[src/rtl/sd2_to_bin_mod_pkg.sv]
// Shared types for the redundant-binary to binary residue converter: the
// signed-digit encoding, the converter FSM states and the digit decode helper.
package sd2_to_bin_mod_pkg;

  // Raw code 2'b11 is not a member; it decodes as zero and is flagged as illegal.
  typedef enum logic [1:0] {
    SD2_ZER = 2'b00,
    SD2_POS = 2'b01,
    SD2_NEG = 2'b10
  } sd2_t;

  typedef enum logic [1:0] {
    IDLE,
    CONV,
    FIX,
    DONE
  } sd2c_state_t;

  // Returns {p,q}: p marks a +1 digit, q marks a -1 digit.
  function automatic logic [1:0] sd2_val(input sd2_t d);
    case (d)
      SD2_POS: return 2'b10;
      SD2_NEG: return 2'b01;
      default: return 2'b00;
    endcase
  endfunction

endpackage

[src/rtl/sd2_to_bin_mod_chunk_sub.sv]
// W-digit slice of the P - Q subtraction with ripple borrow.
// Also flags any digit carrying the illegal raw code.
module sd2_chunk_sub
  import sd2_to_bin_mod_pkg::*;
#(
  parameter int W = 4
) (
  input  logic [2*W-1:0] z,
  input  logic           bin,
  output logic [W-1:0]   d,
  output logic           bout,
  output logic           illegal
);

  always_comb begin
    logic       b;
    logic [1:0] pq;
    b       = bin;
    pq      = 2'b00;
    d       = '0;
    illegal = 1'b0;
    for (int i = 0; i < W; i++) begin
      pq      = sd2_val(sd2_t'(z[2*i +: 2]));
      illegal = illegal | (z[2*i +: 2] == 2'b11);
      d[i]    = pq[1] ^ pq[0] ^ b;
      b       = (~pq[1] & (pq[0] | b)) | (pq[0] & b);
    end
    bout = b;
  end

endmodule

[src/rtl/sd2_to_bin_mod.sv]
// Converts an N-digit signed-digit value to a residue in [0,M): W digits per
// cycle of chunked subtraction, then one modular-correction cycle.
module sd2_to_bin_mod
  import sd2_to_bin_mod_pkg::*;
#(
  parameter int N = 8,
  parameter int W = 4
) (
  input  logic           clk,
  input  logic           rst,
  input  logic           in_valid,
  output logic           in_ready,
  input  logic [2*N-1:0] in_z,
  input  logic [N-1:0]   in_m,
  output logic           out_valid,
  input  logic           out_ready,
  output logic [N-1:0]   out_q,
  output logic           out_neg,
  output logic           out_err
);

  localparam int NC = N / W;
  localparam int CW = (NC > 1) ? $clog2(NC) : 1;

  if (N % W != 0) begin : g_bad_w
    $error("sd2_to_bin_mod: N must be a multiple of W");
  end

  sd2c_state_t    state_q, state_d;
  logic [CW-1:0]  cnt_q, cnt_d;
  logic           borrow_q, borrow_d;
  logic           err_q, err_d;
  logic           in_ready_q, in_ready_d;
  logic [N-1:0]   out_q_q, out_q_d;
  logic           out_neg_q, out_neg_d;
  logic           out_err_q, out_err_d;
  logic [2*N-1:0] z_q, z_d;
  logic [N-1:0]   m_q, m_d;
  logic [N-1:0]   r_q, r_d;

  logic [W-1:0]   diff;
  logic           bout;
  logic           illegal;
  logic [N+W-1:0] r_tmp;

  logic signed [N+1:0] rs, ms, cs;
  logic                r_neg, c_bad;

  sd2_chunk_sub #(.W(W)) u_chunk (
    .z       (z_q[2*W-1:0]),
    .bin     (borrow_q),
    .d       (diff),
    .bout    (bout),
    .illegal (illegal)
  );

  // Final borrow is the sign of r; two extra bits keep r+M and r-M exact.
  always_comb begin
    rs    = $signed({borrow_q, borrow_q, r_q});
    ms    = $signed({2'b00, m_q});
    r_neg = rs < 0;
    if (r_neg)        cs = rs + ms;
    else if (rs >= ms) cs = rs - ms;
    else              cs = rs;
    c_bad = (cs < 0) || (cs >= ms);
  end

  always_comb begin
    state_d   = state_q;
    cnt_d     = cnt_q;
    borrow_d  = borrow_q;
    err_d     = err_q;
    out_q_d   = out_q_q;
    out_neg_d = out_neg_q;
    out_err_d = out_err_q;
    z_d       = z_q;
    m_d       = m_q;
    r_d       = r_q;
    r_tmp     = {diff, r_q};
    case (state_q)
      IDLE: begin
        if (in_valid && in_ready_q) begin
          z_d      = in_z;
          m_d      = in_m;
          borrow_d = 1'b0;
          cnt_d    = '0;
          err_d    = 1'b0;
          state_d  = CONV;
        end
      end
      CONV: begin
        // Chunks arrive LSB first, so each new one enters at the top and shifts down.
        r_d      = r_tmp[N+W-1:W];
        z_d      = z_q >> (2 * W);
        borrow_d = bout;
        err_d    = err_q | illegal;
        cnt_d    = cnt_q + CW'(1);
        if (cnt_q == CW'(NC - 1)) begin
          cnt_d   = '0;
          state_d = FIX;
        end
      end
      FIX: begin
        out_q_d   = cs[N-1:0];
        out_neg_d = r_neg;
        out_err_d = err_q | c_bad;
        state_d   = DONE;
      end
      DONE: begin
        if (out_ready) state_d = IDLE;
      end
      default: state_d = IDLE;
    endcase
    in_ready_d = (state_d == IDLE);
  end

  always_ff @(posedge clk or negedge rst) begin
    if (!rst) begin
      state_q    <= IDLE;
      cnt_q      <= '0;
      borrow_q   <= 1'b0;
      err_q      <= 1'b0;
      in_ready_q <= 1'b0;
      out_q_q    <= '0;
      out_neg_q  <= 1'b0;
      out_err_q  <= 1'b0;
    end else begin
      state_q    <= state_d;
      cnt_q      <= cnt_d;
      borrow_q   <= borrow_d;
      err_q      <= err_d;
      in_ready_q <= in_ready_d;
      out_q_q    <= out_q_d;
      out_neg_q  <= out_neg_d;
      out_err_q  <= out_err_d;
    end
  end

  always_ff @(posedge clk) begin
    z_q <= z_d;
    m_q <= m_d;
    r_q <= r_d;
  end

  assign in_ready  = in_ready_q;
  assign out_valid = (state_q == DONE);
  assign out_q     = out_q_q;
  assign out_neg   = out_neg_q;
  assign out_err   = out_err_q;

endmodule

[config.mk]
export PLATFORM = sky130hd
export DESIGN_NAME = sd2_to_bin_mod
export DESIGN_NICKNAME = d
export VERILOG_FILES = /design/src/rtl/sd2_to_bin_mod_pkg.sv /design/src/rtl/sd2_to_bin_mod_chunk_sub.sv /design/src/rtl/sd2_to_bin_mod.sv
export SDC_FILE = /design/constraint.sdc
export NUM_CORES = 1
export LEC_CHECK = 0
export ABC_AREA = 1
export CORE_MARGIN = 2
export CORE_UTILIZATION = 30
export DETAILED_ROUTE_END_ITERATION = 7
export GPL_ROUTABILITY_DRIVEN = 0
export HOLD_SLACK_MARGIN = 0.05
export PLACE_DENSITY = 0.48
export SYNTH_ARGS = -nofsm -noshare
export SYNTH_HDL_FRONTEND = slang
export SYNTH_SLANG_ARGS = --single-unit
[constraint.sdc]
create_clock -name clk -period 2.7 [get_ports clk]
set_clock_uncertainty 0.15 [all_clocks]
set_input_delay 0.54 -clock clk [delete_from_list [all_inputs] [get_ports clk]]
set_output_delay 0.54 -clock clk [all_outputs]
set_load 0.01 [all_outputs]
==> flow_metrics.py <==
metrics = {
    "run_status": {
        "status": "complete, but fails checks",
        "violations": "setup timing",
    },
    "power_and_ir_drop": {
        "p_total_w": 0.00588,
        "peakVddDrop_uv": 429,
        "p_leak_nw": 2.19,
        "p_per_area_nw_per_um2": 1300,
    },
    "sta": {
        "rsz0062_at_grt": "true",
        "setup_ws_ns": -0.134,
        "setup_viol": 1,
        "tightest_slew_ns": 0.425,
        "hold_ws_ns": 0.338,
        "finalMaxSlewViolations": 0,
        "slew_headroom": 0.717,
        "period_needed_ns": 2.83,
        "hold_viol_final": 0,
        "fmax_mhz": 353,
        "fin_crit_sh": 1.05,
    },
    "place": {
        "placed_cells": 614,
        "io_buffers": 39,
        "dpl-instance-area_um2": 4160,
        "dp_worst_setup_slack_ns": -0.273,
        "dp_hpwl_mm": 6.28,
    },
    "worst_setup_path": {
        "regToRegStartpoint": "m_q[0]",
        "reg2reg_slack_ns": -0.13,
        "critPathMaxStageDelay_ns": 0.44,
        "arrival_ns": 2.94,
        "cp_slowest_cell": "fa_2",
        "cp-end-kind": "flip-flop",
        "crit_end": "out_err",
        "ff2ff_path_depth": 16,
        "worstPathMaxFanout": 4,
        "cp-startpoint": "m_q[0]",
        "regToRegEndpoint": "out_err",
        "startpoint_type": "flip-flop",
        "crit_chain": "buf_4 -> ha_4 -> fa_2 -> a21oi_2 -> xor2_1 -> nand2_1 -> nand3_2 -> inv_1 -> ha_1 -> nand2_2 -> o21a_1 -> a21oi_1 -> nor2_1 -> nand3_1 -> nand2_1 -> inv_1",
        "crit_required_ns": 2.80,
        "worstSetupPathType": "reg -> reg",
    },
    "routing": {
        "firstDrtPassIters": 4,
        "antenna_left": 0,
        "vias": 2779,
        "wl_mm": 8.14,
        "via_per_inst": 4.38,
        "post_drt_wl_per_cell_um": 12.8,
        "drc": 0,
        "first_iter_violations": 164,
    },
    "floorplan": {
        "die_h_um": 107,
        "start_util": 0.309,
        "core-area_um2": 10300,
        "dieArea_um2": 11500,
        "dieWidth_um": 107,
        "rows": 37,
        "num_io_pins": 40,
    },
    "clocking": {
        "cts_tree": "done",
        "root_buffer": "clkbuf_8",
        "clock_path_buffers": 2,
        "cts-htree-levels": 2,
        "cts_num_sinks": 48,
        "cts_inserted_buffers": 5,
        "ctsHoldBuffers": 0,
        "path_clk_slew_ns": 0.10,
        "insertion_delay_ns": 0.31,
    },
    "logic_synthesis": {
        "yosysSeqAreaShare": 0.427,
        "postSynthCellCount": 386,
        "synth_area_per_cell_um2": 8.25,
        "synth.net_count": 448,
        "syn-cell-area_um2": 3190,
        "yosys_warnings": 0,
        "yosysTopAreaCell": "edfxtp_1",
        "yosys.area.top_type_share": 0.302,
        "synth_cell_types": 30,
        "synth-seq-cells": 48,
        "synth_area_leaders": "edfxtp_1 (30%), nand2_1 (13%), dfrtp_1 (13%), ha_1 (11%), inv_1 (8.1%)",
    },
    "cells_and_area": {
        "final_common_cell": "nand2_1",
        "final_nets": 559,
        "layout_common_cells": "nand2_1 (99), buf_4 (73), inv_1 (67)",
        "drive_above_1_share": 0.265,
        "design_area_um2": 4510,
        "fin_cells": 634,
        "area_delta_synth_final_pct": 41.4,
        "antenna_cells": 0,
    },
    "grt": {
        "grt_overflow": 0,
        "grt_antenna_before_repair": 0,
        "grt_pass1_wl_mm": 13.4,
        "grt_max_degree": 27,
        "grt_util_all_layers": 0.151,
        "grt_pass1_vias": 2856,
    },
    "hold_path": {
        "hold_class": "reg -> reg",
    },
    "run": {
        "drv_cap": 0,
    },
}
report_power, final:
part / total [W] / switching [W] / internal [W]
clock network: 0.000490 / 0.000279 / 0.000211
registers: 0.00142 / 0.000175 / 0.00124
logic: 0.00397 / 0.00207 / 0.00190
cell usage after synthesis (all sizes together):
| master | instances |
|---|---|
| a21oi | 13 |
| and3 | 4 |
| buf | 6 |
| clkbuf | 2 |
| dfrtp | 16 |
| edfxtp | 32 |
| fa | 6 |
| ha | 28 |
| inv | 72 |
| nand2 | 114 |
| nand3 | 20 |
| nand4 | 12 |
| nor2 | 38 |
| o21a | 1 |
| o21ai | 13 |
| o21bai | 1 |
| o22ai | 1 |
| o41ai | 1 |
| or2 | 1 |
| xor2 | 5 |
area by class of cell:
type	instances	area [µm²]
fill	1030	5820
multi-input combinational	258	1670
sequential	48	1360
timing repair buffer	112	938
inverter	72	270
tap	136	170
clock buffer	6	82.6
clock inverter	2	13.8
flip-flops by register name, summed over array words and instances, names as in the netlist, 2 cells and up:
register  cells
m_q           8
state_q       2
r_q           8
out_q         8
z_q          16
timing repair:
item,4_1_cts,5_1_grt
setup endpoints to repair,1,1
endpoints found under the hold margin,0,0
pin swaps,24,9
buffers inserted,10,2
resized for setup,32,5
cell families (layout without fill, tap and decap cells):
| group | Yosys count | after routing | synth area share |
|---|---|---|---|
| compound gates | 30 | 30 | 0.0550 |
| xor+xnor | 5 | 5 | 0.0137 |
| fa+ha+maj | 34 | 34 | 0.148 |
| buf+inv | 80 | 192 | 0.102 |
| simple gates | 189 | 189 | 0.254 |
| flops | 48 | 48 | 0.427 |
stage by stage:
step / utilization / TNS [ns]
final: 0.436 / -0.134
after global routing: 0.436 / -0.261
after CTS: 0.434 / -0.173
after detailed placement: 0.403 / -0.273
after global placement: 0.403 / -0.263
after floorplan: - / 0
worst min path at each step:
stage                           to      from  cells past startpoint
final                     out_q[7]  out_q[7]                      2
after global routing      out_q[7]  out_q[7]                      2
after CTS                 out_q[7]  out_q[7]                      2
after detailed placement  out_q[7]  out_q[7]                      2
after global placement    out_q[1]  out_q[1]                      2
after floorplan           borrow_q       rst                      0
layer usage:
metal  track usage  routed length, µm
met5             0                  0
met4        0.0547                169
met3        0.0231                218
met2         0.284               4260
met1         0.171               3480
critical path, delay by kind of cell (launching register included):
| family | cells | cell delay (ns) |
|---|---|---|
| adder cells (fa/ha/maj) | 3 | 0.88 |
| AO/OA/AOI/OAI | 3 | 0.48 |
| flip-flops | 1 | 0.43 |
| AND/OR/NAND/NOR | 6 | 0.38 |
| buffers and inverters | 3 | 0.26 |
| XOR/XNOR | 1 | 0.19 |
No activity file was read; power rests on OpenSTA's default activity.
